File: src/rtl/membus_pkg.sv
// Shared types and address map for the 9-bit memory/GPIO bus.
// Used by the bus initiator and its burst counter.
package membus_pkg;

  localparam int ADDR_W = 9;
  localparam int DATA_W = 16;
  localparam int LEN_W  = 8;

  localparam logic [ADDR_W-1:0] RAM_BASE  = 9'h000;
  localparam logic [ADDR_W-1:0] RAM_LAST  = 9'h0FF;
  localparam logic [ADDR_W-1:0] GPIO_BASE = 9'h100;

  typedef enum logic {
    IDLE,
    BURST
  } state_t;

  typedef struct packed {
    logic              write;
    logic [ADDR_W-1:0] addr;
    logic [DATA_W-1:0] wdata;
    logic [LEN_W-1:0]  len;
  } req_t;

  // Anything above the last GPIO word is unmapped on this bus.
  function automatic logic is_mapped(input logic [ADDR_W-1:0] addr);
    return addr <= (GPIO_BASE + ADDR_W'(1));
  endfunction

endpackage

File: src/rtl/membus_master_if.sv
// Requester, response and responder-side signals of the bus initiator.
// master = initiator view; slave = combined requester/responder view.
interface membus_master_if #(
  parameter int width  = 16,
  parameter int ADDR_W = 9,
  parameter int LEN_W  = 8
);

  logic              req_valid;
  logic              req_ready;
  logic              req_write;
  logic [ADDR_W-1:0] req_addr;
  logic [width-1:0]  req_wdata;
  logic [LEN_W-1:0]  req_len;

  logic              rsp_valid;
  logic [width-1:0]  rsp_rdata;
  logic              rsp_last;

  logic [ADDR_W-1:0] bus_addr;
  logic [width-1:0]  bus_data_write;
  logic              bus_w_strobe;
  logic [width-1:0]  bus_data_read;

  modport master (
    input  req_valid, req_write, req_addr, req_wdata, req_len, bus_data_read,
    output req_ready, rsp_valid, rsp_rdata, rsp_last,
    output bus_addr, bus_data_write, bus_w_strobe
  );

  modport slave (
    output req_valid, req_write, req_addr, req_wdata, req_len, bus_data_read,
    input  req_ready, rsp_valid, rsp_rdata, rsp_last,
    input  bus_addr, bus_data_write, bus_w_strobe
  );

endinterface

File: src/rtl/membus_burst_ctr.sv
// Burst address/beat counter: loads start+1 and beat count, steps once per issued beat, wraps the address.
// Latency: outputs registered, valid the cycle after load/step; no backpressure.
module membus_burst_ctr #(
  parameter int ADDR_W = 9,
  parameter int LEN_W  = 8
) (
  input  logic              clk,
  input  logic              reset,
  input  logic              load,
  input  logic              step,
  input  logic [ADDR_W-1:0] load_addr,
  input  logic [LEN_W-1:0]  load_len,
  output logic [ADDR_W-1:0] addr,
  output logic              last,
  output logic              done
);

  logic [LEN_W-1:0] remain;

  // The first beat is issued straight from the request, so the counter starts one ahead.
  always_ff @(posedge clk) begin
    if (reset) begin
      addr   <= '0;
      remain <= '0;
    end else if (load) begin
      addr   <= load_addr + ADDR_W'(1);
      remain <= load_len;
    end else if (step && (remain != '0)) begin
      addr   <= addr + ADDR_W'(1);
      remain <= remain - LEN_W'(1);
    end
  end

  assign last = (remain == LEN_W'(1));
  assign done = (remain == '0);

endmodule

File: src/rtl/membus_master.sv
// Bus initiator: one registered bus cycle per request, read data 2 cycles after accept; bursts with MEMBUS_BURST_EN.
// req_ready drops only while a burst is issuing; responses cannot be stalled.
module membus_master #(
  parameter int width  = 16,
  parameter int ADDR_W = 9,
  parameter int LEN_W  = 8
) (
  input logic             clk,
  input logic             reset,
  membus_master_if.master mb
);
  import membus_pkg::*;

  state_t            state;
  logic              ready_q;
  logic              strobe_q;
  logic [ADDR_W-1:0] addr_q;
  logic [width-1:0]  wdata_q;
  logic              issue_rd;
  logic              issue_last;
  logic              rsp_vld_q;
  logic              rsp_last_q;
  logic              accept;

  assign accept = mb.req_valid && ready_q;

  assign mb.req_ready      = ready_q;
  assign mb.bus_addr       = addr_q;
  assign mb.bus_data_write = wdata_q;
  assign mb.bus_w_strobe   = strobe_q;
  assign mb.rsp_valid      = rsp_vld_q;
  assign mb.rsp_last       = rsp_last_q;
  // The responder registers read data, so it is already aligned with the pending flag.
  assign mb.rsp_rdata      = mb.bus_data_read;

`ifdef MEMBUS_BURST_EN
  logic              burst_start;
  logic              ctr_last;
  logic              ctr_done;
  logic [ADDR_W-1:0] ctr_addr;

  assign burst_start = accept && !mb.req_write && (mb.req_len != '0);

  membus_burst_ctr #(
    .ADDR_W(ADDR_W),
    .LEN_W (LEN_W)
  ) u_burst_ctr (
    .clk      (clk),
    .reset    (reset),
    .load     (burst_start),
    .step     (state == BURST),
    .load_addr(mb.req_addr),
    .load_len (mb.req_len),
    .addr     (ctr_addr),
    .last     (ctr_last),
    .done     (ctr_done)
  );
`else
  logic unused_len;
  assign unused_len = ^mb.req_len;
`endif

  always_ff @(posedge clk) begin
    if (reset) begin
      state      <= IDLE;
      ready_q    <= 1'b0;
      strobe_q   <= 1'b0;
      addr_q     <= '0;
      wdata_q    <= '0;
      issue_rd   <= 1'b0;
      issue_last <= 1'b0;
      rsp_vld_q  <= 1'b0;
      rsp_last_q <= 1'b0;
    end else begin
      strobe_q   <= 1'b0;
      issue_rd   <= 1'b0;
      issue_last <= 1'b0;
      rsp_vld_q  <= issue_rd;
      rsp_last_q <= issue_last;
      case (state)
        IDLE: begin
          ready_q <= 1'b1;
          if (accept) begin
            addr_q     <= mb.req_addr;
            strobe_q   <= mb.req_write;
            issue_rd   <= !mb.req_write;
            issue_last <= !mb.req_write;
            if (mb.req_write) begin
              wdata_q <= mb.req_wdata;
            end
`ifdef MEMBUS_BURST_EN
            if (burst_start) begin
              issue_last <= 1'b0;
              ready_q    <= 1'b0;
              state      <= BURST;
            end
`endif
          end
        end
`ifdef MEMBUS_BURST_EN
        BURST: begin
          // One idle cycle after the final beat before taking the next request.
          if (ctr_done) begin
            ready_q <= 1'b1;
            state   <= IDLE;
          end else begin
            addr_q     <= ctr_addr;
            issue_rd   <= 1'b1;
            issue_last <= ctr_last;
          end
        end
`endif
        default: state <= IDLE;
      endcase
    end
  end

endmodule

File: src/flat_wrapper.sv
// flat-port wrapper written by rule: the top's interface ports become plain ports
module membus_master_flat import membus_pkg::*;
#(
  parameter int width  = 16,
  parameter int ADDR_W = 9,
  parameter int LEN_W  = 8
)
  (clk, reset, mb_req_valid, mb_req_write, mb_req_addr, mb_req_wdata, mb_req_len, mb_bus_data_read, mb_req_ready, mb_rsp_valid, mb_rsp_rdata, mb_rsp_last, mb_bus_addr, mb_bus_data_write, mb_bus_w_strobe);
  membus_master_if #(.width(width), .ADDR_W(ADDR_W), .LEN_W(LEN_W)) mb_i ();
  input logic clk;
  input logic reset;
  input wire logic [$bits(mb_i.req_valid)-1:0] mb_req_valid;
  input wire logic [$bits(mb_i.req_write)-1:0] mb_req_write;
  input wire logic [$bits(mb_i.req_addr)-1:0] mb_req_addr;
  input wire logic [$bits(mb_i.req_wdata)-1:0] mb_req_wdata;
  input wire logic [$bits(mb_i.req_len)-1:0] mb_req_len;
  input wire logic [$bits(mb_i.bus_data_read)-1:0] mb_bus_data_read;
  output wire logic [$bits(mb_i.req_ready)-1:0] mb_req_ready;
  output wire logic [$bits(mb_i.rsp_valid)-1:0] mb_rsp_valid;
  output wire logic [$bits(mb_i.rsp_rdata)-1:0] mb_rsp_rdata;
  output wire logic [$bits(mb_i.rsp_last)-1:0] mb_rsp_last;
  output wire logic [$bits(mb_i.bus_addr)-1:0] mb_bus_addr;
  output wire logic [$bits(mb_i.bus_data_write)-1:0] mb_bus_data_write;
  output wire logic [$bits(mb_i.bus_w_strobe)-1:0] mb_bus_w_strobe;
  assign mb_i.req_valid = mb_req_valid;
  assign mb_i.req_write = mb_req_write;
  assign mb_i.req_addr = mb_req_addr;
  assign mb_i.req_wdata = mb_req_wdata;
  assign mb_i.req_len = mb_req_len;
  assign mb_i.bus_data_read = mb_bus_data_read;
  assign mb_req_ready = mb_i.req_ready;
  assign mb_rsp_valid = mb_i.rsp_valid;
  assign mb_rsp_rdata = mb_i.rsp_rdata;
  assign mb_rsp_last = mb_i.rsp_last;
  assign mb_bus_addr = mb_i.bus_addr;
  assign mb_bus_data_write = mb_i.bus_data_write;
  assign mb_bus_w_strobe = mb_i.bus_w_strobe;
  membus_master #(.width(width), .ADDR_W(ADDR_W), .LEN_W(LEN_W)) u_core (.clk(clk), .reset(reset), .mb(mb_i));
endmodule
File: config.mk
export PLATFORM = sky130hd
export DESIGN_NAME = membus_master_flat
export DESIGN_NICKNAME = d
export VERILOG_FILES = /design/src/rtl/membus_pkg.sv /design/src/rtl/membus_master_if.sv /design/src/rtl/membus_burst_ctr.sv /design/src/rtl/membus_master.sv /design/src/flat_wrapper.sv
export SDC_FILE = /design/constraint.sdc
export NUM_CORES = 1
export LEC_CHECK = 0
export ABC_AREA = 1
export BUFFER_PORTS_ARGS = -buffer_cell sky130_fd_sc_hd__buf_2
export CORE_ASPECT_RATIO = 0.8
export CORE_MARGIN = 10
export CORE_UTILIZATION = 30
export CTS_CLUSTER_DIAMETER = 150
export DETAILED_ROUTE_END_ITERATION = 7
export PLACE_DENSITY_LB_ADDON = 0.25
export SYNTH_ARGS = -nofsm -noshare
export SYNTH_HDL_FRONTEND = slang
export SYNTH_SLANG_ARGS = --single-unit
export TNS_END_PERCENT = 50
File: constraint.sdc
create_clock -name clk -period 1.22 [get_ports clk]
set_input_delay 0.061 -clock clk [delete_from_list [all_inputs] [get_ports clk]]
set_output_delay 0.061 -clock clk [all_outputs]
set_load 0.03 [all_outputs]
; ---- Word level (Yosys, flattened, before mapping)
; Index checks and enable logic that the tools add are counted.
[classes]
n_bitwise = 1
n_reduce_logical = 4
[ops]
columns = op, count
row1 = 2-bit AND reduction, 1
row2 = 2-bit OR reduction, 1
row3 = 1-bit logical AND, 1
row4 = 1-bit zero test, 1
row5 = 1-bit inverter, 1
[word_totals]
register_bits = 29
in_bits = 53
output_inout_bits = 45
wordCells = 11

; ---- Depth between registers and ports, before layout
; Gate-level depths: netlist (run 1).
[logic_depth]
word_depth = 3
mapped_depth = 5
ltp_nobuf = 4

; ---- Worst setup path before layout (run 1)
; Ideal clock, no wire load.
[synth_timing]
kind = register -> register
from = register u_core.ready_q (netlist: u_core.mb.req_ready)
to = register u_core.wdata_q[0] (netlist: u_core.mb.bus_data_write[0])
setup_ns = 0.113
arrival_ns = 1.031
t_required_ns = 1.107
setup_slack_ns = 0.077
stages_incl_launch_ff = 5
path_buffers = 1
synth_period_minus_slack_ns = 1.143
cell_sequence = dfxtp_1 > nand3_2 > buf_2 > nor2_1 > nor2_1
[synth_via]
elab_chain_cells = 2
[synth_rtl]
columns = element, line
row1 = from (decl), membus_master.sv:15  ; logic ready_q;
row2 = from (signal assigned), membus_master.sv:66  ; ready_q <= 1'b0;
row3 = from (signal assigned), membus_master.sv:82  ; ready_q <= 1'b1;
row4 = 1-bit logical AND, membus_master.sv:25  ; assign accept = mb.req_valid && ready_q;
row5 = 2-bit AND reduction (no source line), n/a
row6 = to (signal assigned), membus_master.sv:89  ; wdata_q <= mb.req_wdata;
row7 = to (decl), membus_master.sv:18  ; logic [width-1:0] wdata_q;
; No other way between the ends.
; A chain may end at the register's enable or synchronous reset.

==> run metrics, run 1 <==
largest family of logic cells by synthesized area simple AND/OR/NAND/NOR gates; max cap viols 0; Netlist cell types 14; Synth Area in Compound Gates 3.74%; CP top delay family buffers and inverters; min cycle time layout 1.02 ns; Reg2Reg Setup Slack 0.25 ns; run status finished, final reports clean; top cells by area, synth dfxtp_1, nor2_1, buf_4; num ports 98; register area share after synthesis 48.2%; Post-synth EDFFs 0; synth cell count leaders nor2_1, nand2_1, dfxtp_1; Critical Path Source reset; crit path capture type flop; setup TNS 0 ns; top cell type's share of synthesized area 48.2%; Post-Place Setup Slack 0.260 ns; GRT overflow 0; XOR/XNOR Fraction of Synth Area 0%; DRC errors left 0; Inserted Clock Buffers 5; Post-Route Skew 0.00446 ns; sw frac 26.7%; CP startpoint kind input port; post-CTS setup buffer count 0; total power 0.00224 W; GP Congestion 0.736; CP Class input port to flop; Die X 90.8 um; DR WL/cell 11.1 um; vias per inst 3.85; slew at the pin closest to its max-slew limit 0.271 ns; largest area contributor in the netlist dfxtp_1; P_int 0.00164 W; share of cells above drive strength 1 32.3%; clock network power share 38.6%; asr flop ratio synth 0%; Final HPWL DP 2.34 mm; Core Footprint 0.00383 sq mm; Cells after Synth 167; Cell Chain, Critical Path dlygate4sd3_1 > buf_2 > inv_2 > buf_4 > nand2_1 > nor2_1; Cell Rows 20; Mapped Area 0.00120 sq mm; Total Routing Usage GR 8.85%; Pre-Repair DR Iteration Count 3; hold path start mb_req_wdata[10]; Sink Count 29; Critical Path End u_core.mb.bus_data_write[12]; Worst-path clk slew 0.06 ns; Initial Util 31.4%; hold_ws 0.00576 ns; crit path max-delay cell type dlygate4sd3_1; first-pass GRT wire length 5.02 mm; initial drt markers 44; part of the power in combinational logic 15.8%; Synth Area in Simple Gates 27.8%; H-tree depth 2; die area 0.00696 sq mm; area grow syn2layout 34.1%; Max FO, Critical Path 11; fmax 979 MHz; Routed Antenna Nets 0; adder-cell share of the synthesized area 0%; Yosys Warn Count 0; synthesized flop and latch total 29; period utilization 83.7%; number of global-route vias before repair 1,053; TritonCTS clock tree done; post-route setup slack 0.199 ns; CTS Root Cell clkbuf_8; sequential group share of total power 45.6%; syn avg cell area 7.21 sq um; final setup fails 0; count leader, synth nor2_1; IO buf count 57; WL final 3.08 mm; max-slew violation count 0; Leakage 0.901 nW; max_slew headroom 81.8%; largest net degree at the start of global routing 19; Buffers & Inverters on Critical Path 4; initial antenna violation count 0; die height 76.7 um; Fillers 414; RR Endpoint u_core.mb.bus_addr[3]; Reg2Reg Depth 4; clk buf depth 2; hold crit path type input port to flop; Most used DFF post-synth dfxtp_1; Final nets 275; RSZ-0062 raised after global routing false; later-pin clock latency in the skew report 0.28 ns; Worst EP required 1.44 ns; Post-Syn Nets 220; diode count 0; WP depth 6; final hold vios 0; data arrival time of the worst path 1.24 ns; vias post-DR 1,070; Switching Power 0.000598 W; Worst VDD drop 0.713 mV; CP peak stage delay 0.54 ns; PwrDens 1390 mW/mm^2; reg2reg start u_core.mb.req_ready; mux contribution to synthesized area 0%
## layer usage
layer | vias up | track usage [%] | share of wire, %
met5 | - | 0 | 0
met4 | 0 | 4.06 | 3.1
met3 | 19 | 6.81 | 12
met2 | 40 | 12.9 | 41
met1 | 432 | 9.25 | 44
li1 | 579 | - | -
## power by group through the flow
stage	clock network, W	logic [W]	registers (W)
2_1_floorplan	0	0.000210	0.00114
3_3_place_gp	0	0.000334	0.00104
3_5_place_dp	0	0.000334	0.00104
4_1_cts	0.000903	0.000358	0.00102
5_1_grt	0.000957	0.000394	0.00103
6_report	0.000864	0.000353	0.00102
## layout make-up
class | count | area [sq um] | area share [%]
timing repair buffer | 71 | 413 | 25.6
sequential | 29 | 581 | 36.0
inverter | 19 | 71.3 | 4.42
multi-input combinational | 96 | 379 | 23.5
clock buffer | 7 | 96.3 | 5.97
tap | 55 | 68.8 | 4.26
clock inverter | 1 | 5.00 | 0.310
## stage by stage
stage,area [sq um],utilization [%],cells
6_report,1610,42.2,278
5_1_grt,1610,42.2,278
4_1_cts,1610,42.2,278
3_5_place_dp,1420,37.2,261
3_3_place_gp,1420,37.2,261
2_1_floorplan,1200,-,167
## logic make-up after synthesis
logic type / Yosys count
buf+inv: 42
compound gates: 9
flops: 29
simple gates: 87
## placed cells by master (no fill, tap or decap), drive strengths merged
cell / netlist / routed
nand2: 33 / 33
inv: 18 / 18
clkbuf: 1 / 7
dlygate4sd3: 0 / 9
nand3: 1 / 1
dfxtp: 29 / 29
o21ai: 9 / 9
clkinv: 1 / 2
buf: 22 / 62
nor3: 1 / 1
nor2: 52 / 52
## sequential cells by signal (all words and copies together) (netlist names)
| register | cells |
|---|---|
| u_core.issue_rd | 1 |
| u_core.mb.bus_addr | 9 |
| u_core.mb.bus_data_write | 16 |
| u_core.mb.bus_w_strobe | 1 |
| u_core.mb.req_ready | 1 |
| u_core.mb.rsp_valid | 1 |
## worst register-to-register path: cells and delay by family, from the launching register on
family / cells / cell delay, ns
buf+inv: 1 / 0.24
simple gates: 3 / 0.30
flops: 1 / 0.32
## repair_timing
action | 4_1_cts | 5_1_grt
hold buffers | 9 | 0
endpoints found under the hold margin | 10 | 0
gates resized for setup | 0 | 0
## worst min path at each step
stage	endpoint	cells after the start	slack (ns)
after global routing	u_core.mb.bus_data_write[10]	3	0.006
after detailed placement	mb_rsp_rdata[14]	0	0.12
after floorplan	u_core.mb.rsp_valid	1	0.13
after CTS	u_core.mb.bus_data_write[10]	3	0.002
final	u_core.mb.bus_data_write[10]	3	0.006
after global placement	mb_rsp_rdata[14]	0	0.12
Note: power is estimated with default switching activity, not from simulation.
==> run 2, diff against run 1 <==
clock period = 1.1 ns   (was 1.22 ns; I/O delays follow)
==> run 2 against run 1 <==
Clock-buffer cell count unchanged. Non-clock buffer count rose by 2. Core utilization is 1.0 points higher. Largest power group unchanged. Clock power grew 11%. Sequential power grew 11%. Critical endpoint is now u_core.mb.bus_data_write[6]. Highest routed layer unchanged.
==> run metrics, run 2 (same netlist as run 1, synthesis figures left out) <==
final hold vios 0 (unchanged); Sink Count 29 (unchanged); Worst EP required 1.27 ns (-0.17 ns); run status finished, final reports clean; setup TNS 0 ns (unchanged); Core Footprint 0.00383 sq mm (unchanged); RSZ-0062 raised after global routing false; vias post-DR 1,072 (+0.19%); clk buf depth 2 (unchanged); Worst-path clk slew 0.06 ns (about the same); min cycle time layout 0.974 ns; max reg flops 16 (unchanged); slew at the pin closest to its max-slew limit 0.241 ns (-0.0294 ns); Worst VDD drop 0.760 mV (+6.5%); H-tree depth 2 (unchanged); data arrival time of the worst path 1.14 ns (-0.10 ns); num ports 98 (unchanged); Initial Util 31.4% (unchanged); area grow syn2layout 37.3%; most common cell after layout, fill and taps aside buf_2; first-pass GRT wire length 4.90 mm (-2.5%); DP Area 0.00143 sq mm (+0.44%); initial drt markers 26 (-41%); hold crit path type input port to flop; Post-Route Skew 0.00624 ns (+0.00178 ns); Reg2Reg Depth 4 (unchanged); hold_ws 0.0138 ns (+0.00808 ns); fmax 1030 MHz; RR Endpoint u_core.mb.bus_addr[4]; Max FO, Critical Path 33 (+22); share of cells above drive strength 1 32.0% (-0.29 points); TritonCTS clock tree done; Post-Route Utilization 43.2% (+1.0 points); max-slew violation count 0 (unchanged); vias per inst 3.83 (-0.53%); P_int 0.00183 W (+12%); CTS Root Cell clkbuf_8; part of the power in combinational logic 16.2% (+0.4 points); Critical Path Source mb_req_write; DRC errors left 0 (unchanged); CP startpoint kind input port; die area 0.00696 sq mm (unchanged); Cell Rows 20 (unchanged); Switching Power 0.000663 W (+11%); Routed Antenna Nets 0 (unchanged); Critical Path End u_core.mb.bus_data_write[6]; later-pin clock latency in the skew report 0.28 ns (about the same); max cap viols 0 (unchanged); reg2reg start u_core.mb.req_ready; Final HPWL DP 2.23 mm (-4.5%); period utilization 88.5%; crit path capture type flop; Final nets 277 (+0.73%); DR WL/cell 10.8 um (-2.5%); hold path start mb_req_wdata[15]; Inserted Clock Buffers 5 (unchanged); PwrDens 1510 mW/mm^2 (+8.7%); total power 0.00249 W (+11%); GRT overflow 0 (unchanged); Total Routing Usage GR 8.54% (-0.31 points); CP Class input port to flop; sequential group share of total power 45.5% (about the same); GP Congestion 0.707 (-4.0%); diode count 0 (unchanged); WL final 3.03 mm (-1.8%); max_slew headroom 83.8% (+2.0 points); Pre-Repair DR Iteration Count 3 (unchanged); largest net degree at the start of global routing 34 (+15); fin area 0.00165 sq mm (+2.4%); sw frac 26.6% (-0.11 points); most frequent cells in the layout buf_2, nor2_1, nand2_1; number of global-route vias before repair 1,081 (+2.7%); clock network power share 38.3% (-0.3 points); die height 76.7 um (unchanged); Leakage 0.915 nW (+1.6%); initial antenna violation count 0 (unchanged); final setup fails 0 (unchanged); Die X 90.8 um (unchanged); IO buf count 57 (unchanged); Reg2Reg Setup Slack 0.16 ns (-0.09 ns)
-- run 2: cell count changes in the layout (fill, tap and decap cells not counted) --
cell	before	now
dlygate4sd3_1	9	12
inv_2	1	0
buf_4	5	3
inv_4	0	1
dfxtp_2	0	1
buf_12	0	1
dfxtp_1	29	28
-- run 2: stage by stage --
stage,setup WS [ns],instances
final,0.126,280
after global routing,0.0274,280
after CTS,0.0827,280
after detailed placement,0.152,260
after global placement,0.154,260
after floorplan,0.0936,167
-- run 2: layout make-up --
type	count	area (sq um)
Sequential cell	29	582
Timing Repair Buffer	73	448
Inverter	19	73.8
Clock buffer	7	96.3
Multi-Input combinational cell	96	379
Clock inverter	1	5.00
Fill cell	400	2180
Tap cell	55	68.8
-- run 2: layer usage --
layer | up-vias | wire length, um | global-route usage, %
met1 | 435 | 1400 | 9.51
met5 | - | 0 | 0
li1 | 585 | - | -
met3 | 11 | 283 | 4.77
met2 | 41 | 1300 | 13.2
met4 | 0 | 36 | 3.44
-- run 2: timing repair --
action | 4_1_cts | 5_1_grt
hold buffers | 12 | 0
setup buffers | 0 | 0
endpoints found under the setup margin | 0 | 1
hold endpoints to repair | 13 | 0
resized for setup | 0 | 1
-- run 2: worst min-delay path by stage --
stage	cells after the start	slack, ns	endpoint
floorplan	1	0.13	u_core.mb.rsp_valid
global placement	0	0.11	mb_rsp_rdata[12]
detailed placement	0	0.11	mb_rsp_rdata[12]
CTS	3	0.003	u_core.mb.bus_data_write[10]
global route	3	0.01	u_core.mb.bus_addr[6]
finish	3	0.01	u_core.mb.bus_data_write[15]
-- run 2: power by group through the flow --
stage	Combinational [W]	Clock (W)	Sequential, W
after global placement	0.000373	0	0.00115
final	0.000404	0.000956	0.00113
after floorplan	0.000233	0	0.00127
after CTS	0.000408	0.000996	0.00113
after global routing	0.000446	0.00104	0.00114
after detailed placement	0.000374	0	0.00116
-- run 2: critical path: stages --
cell           delay [ns]
dlygate4sd3_1        0.54
buf_2                0.13
nand3_2              0.07
buf_12               0.18
nand2_1              0.06
nand2_1              0.06
nor2_1               0.03
==> run 3, diff against run 2 <==
CORE_UTILIZATION = 38   (was 30)
PLACE_DENSITY_LB_ADDON = 0.2   (was 0.25)
clock period = 0.9 ns   (was 1.1 ns; I/O delays follow)
==> run 3 against run 2 <==
Critical path depth shrank 2. Largest power group unchanged. Largest cell class unchanged. Global-route usage up 2.6 points. First-iteration DRC count is 120% higher. Clock skew shrank 0.0024 ns. Die area decreased by 16%. Sequential cell count is the same. Core utilization rose by 13 points.
==> run metrics, run 3 (same netlist as run 1, synthesis figures left out) <==
Worst-path clk slew 0.06 ns (about the same); final setup fails 0 (unchanged); IO buf count 57 (unchanged); crit path capture type flop; max cap viols 0 (unchanged); first-pass GRT wire length 5.43 mm (+11%); max reg flops 16 (unchanged); period utilization 98.6%; post-CTS setup buffer count 0 (unchanged); TritonCTS clock tree done; max-slew violation count 0 (unchanged); hold crit path type input port to flop; Worst VDD drop 1.10 mV (+45%); Critical Path End u_core.mb.bus_data_write[4]; CTS Root Cell clkbuf_8; DP Area 0.00142 sq mm (-0.96%); Post-Place Setup Slack -0.0320 ns (-0.184 ns); Total Routing Usage GR 11.2% (+2.6 points); GRT overflow 0 (unchanged); initial antenna violation count 0 (unchanged); RSZ-0062 raised after global routing true; share of cells above drive strength 1 32.6% (+0.61 points); largest net degree at the start of global routing 27 (-21%); Sink Count 29 (unchanged); final hold vios 0 (unchanged); DRC errors left 0 (unchanged); Core Footprint 0.00306 sq mm (-20%); slew at the pin closest to its max-slew limit 0.425 ns (+0.183 ns); total power 0.00305 W (+22%); Leakage 0.942 nW (+2.9%); Routed Antenna Nets 0 (unchanged); data arrival time of the worst path 1.09 ns (-0.05 ns); Final HPWL DP 2.14 mm (-4.2%); die area 0.00583 sq mm (-16%); num ports 98 (unchanged); number of global-route vias before repair 1,149 (+6.3%); Worst EP required 1.10 ns (-0.17 ns); PwrDens 1780 mW/mm^2 (+18%); most frequent cells in the layout buf_2, nor2_1, nand2_1; vias post-DR 1,104 (+3.0%); GP Congestion 0.702 (-0.66%); Post-Route Skew 0.00383 ns (-0.00241 ns); Reg area 584 sq um (+0.43%); reg2reg start u_core.mb.req_ready; post-route setup slack 0.0130 ns (-0.113 ns); Pre-Repair DR Iteration Count 2 (-1); WL final 3.02 mm (about the same); Final nets 282 (+1.8%); Initial Util 39.3% (+7.9 points); CP startpoint kind flop; H-tree depth 2 (unchanged); max_slew headroom 71.6% (-12 points); Reg2Reg Depth 5 (+1); diode count 0 (unchanged); fin area 0.00171 sq mm (+3.6%); Max FO, Critical Path 21 (-36%); area grow syn2layout 42.3%; DR WL/cell 11.2 um (+3.7%); hold_ws 0.00802 ns (-0.00582 ns); die height 70.3 um (-8.2%); footprint of the multi-input gates 394 sq um (+4.0%); fmax 1130 MHz; Reg2Reg Setup Slack 0.01 ns (-0.15 ns); Critical Path Source u_core.mb.req_ready; most common cell after layout, fill and taps aside buf_2; min cycle time layout 0.887 ns; Cell Rows 18 (-10%); run status finished, final reports clean; Fillers 313 (-22%); CP Class flop to flop; initial drt markers 58 (+120%); later-pin clock latency in the skew report 0.27 ns (about the same); Die X 82.9 um (-8.7%); RR Endpoint u_core.mb.bus_data_write[4]; clk buf depth 2 (unchanged); Inserted Clock Buffers 5 (unchanged); vias per inst 4.09 (+6.8%)
-- run 3: power by group --
| group | switching [W] | total, W | internal [W] | leakage [nW] |
|---|---|---|---|---|
| clock network | 0.000451 | 0.00114 | 0.000689 | 0.0542 |
| registers | 0.0000326 | 0.00139 | 0.00135 | 0.238 |
| logic | 0.000310 | 0.000521 | 0.000211 | 0.649 |
-- run 3: area by class of cell --
class                           instances  share of cell area, %
Clock inverter                          1                  0.292
Sequential cell                        29                   34.1
Multi-Input combinational cell         96                   23.0
Tap cell                               40                   2.92
Inverter                               19                   4.24
Clock buffer                            7                   5.62
Timing Repair Buffer                   78                   29.8
-- run 3: through the flow --
| stage | std cells | TNS [ns] | util (%) |
|---|---|---|---|
| 3_5_place_dp | 244 | -0.202 | 46.2 |
| 2_1_floorplan | 167 | -0.0264 | - |
| 4_1_cts | 270 | 0 | 55.4 |
| 3_3_place_gp | 244 | -0.0499 | 46.2 |
| 6_report | 270 | 0 | 55.9 |
| 5_1_grt | 270 | -0.711 | 55.9 |
-- run 3: worst min-delay path by stage --
stage                       endpoint  cells after the start            startpoint
2_1_floorplan    u_core.mb.rsp_valid                      1                 reset
3_3_place_gp        mb_rsp_rdata[14]                      0  mb_bus_data_read[14]
3_5_place_dp        mb_rsp_rdata[14]                      0  mb_bus_data_read[14]
4_1_cts        u_core.mb.bus_addr[5]                      3        mb_req_addr[5]
5_1_grt        u_core.mb.bus_addr[1]                      3        mb_req_addr[1]
6_report       u_core.mb.bus_addr[5]                      3        mb_req_addr[5]
-- run 3: timing repair --
item,CTS,global route
pin swaps,0,0
gates resized for setup,3,6
hold endpoints to repair,19,0
setup endpoints to repair,9,25
hold buffers,18,0
-- run 3: routing by layer --
layer | vias to the layer above | part of all wire, % | global-route usage, %
met3 | 9 | 8.1 | 4.06
met1 | 464 | 41 | 11.2
met2 | 36 | 49 | 19.1
met5 | - | 0 | 0
met4 | 0 | 2.0 | 7.36
li1 | 595 | - | -
-- run 3: worst max-delay path, stage by stage, from the launching register on --
cell and delay [ns]:
dfxtp_4 0.36, nand3_4 0.09, buf_12 0.16, nand2_1 0.06, nand2_1 0.04, nor2_1 0.11
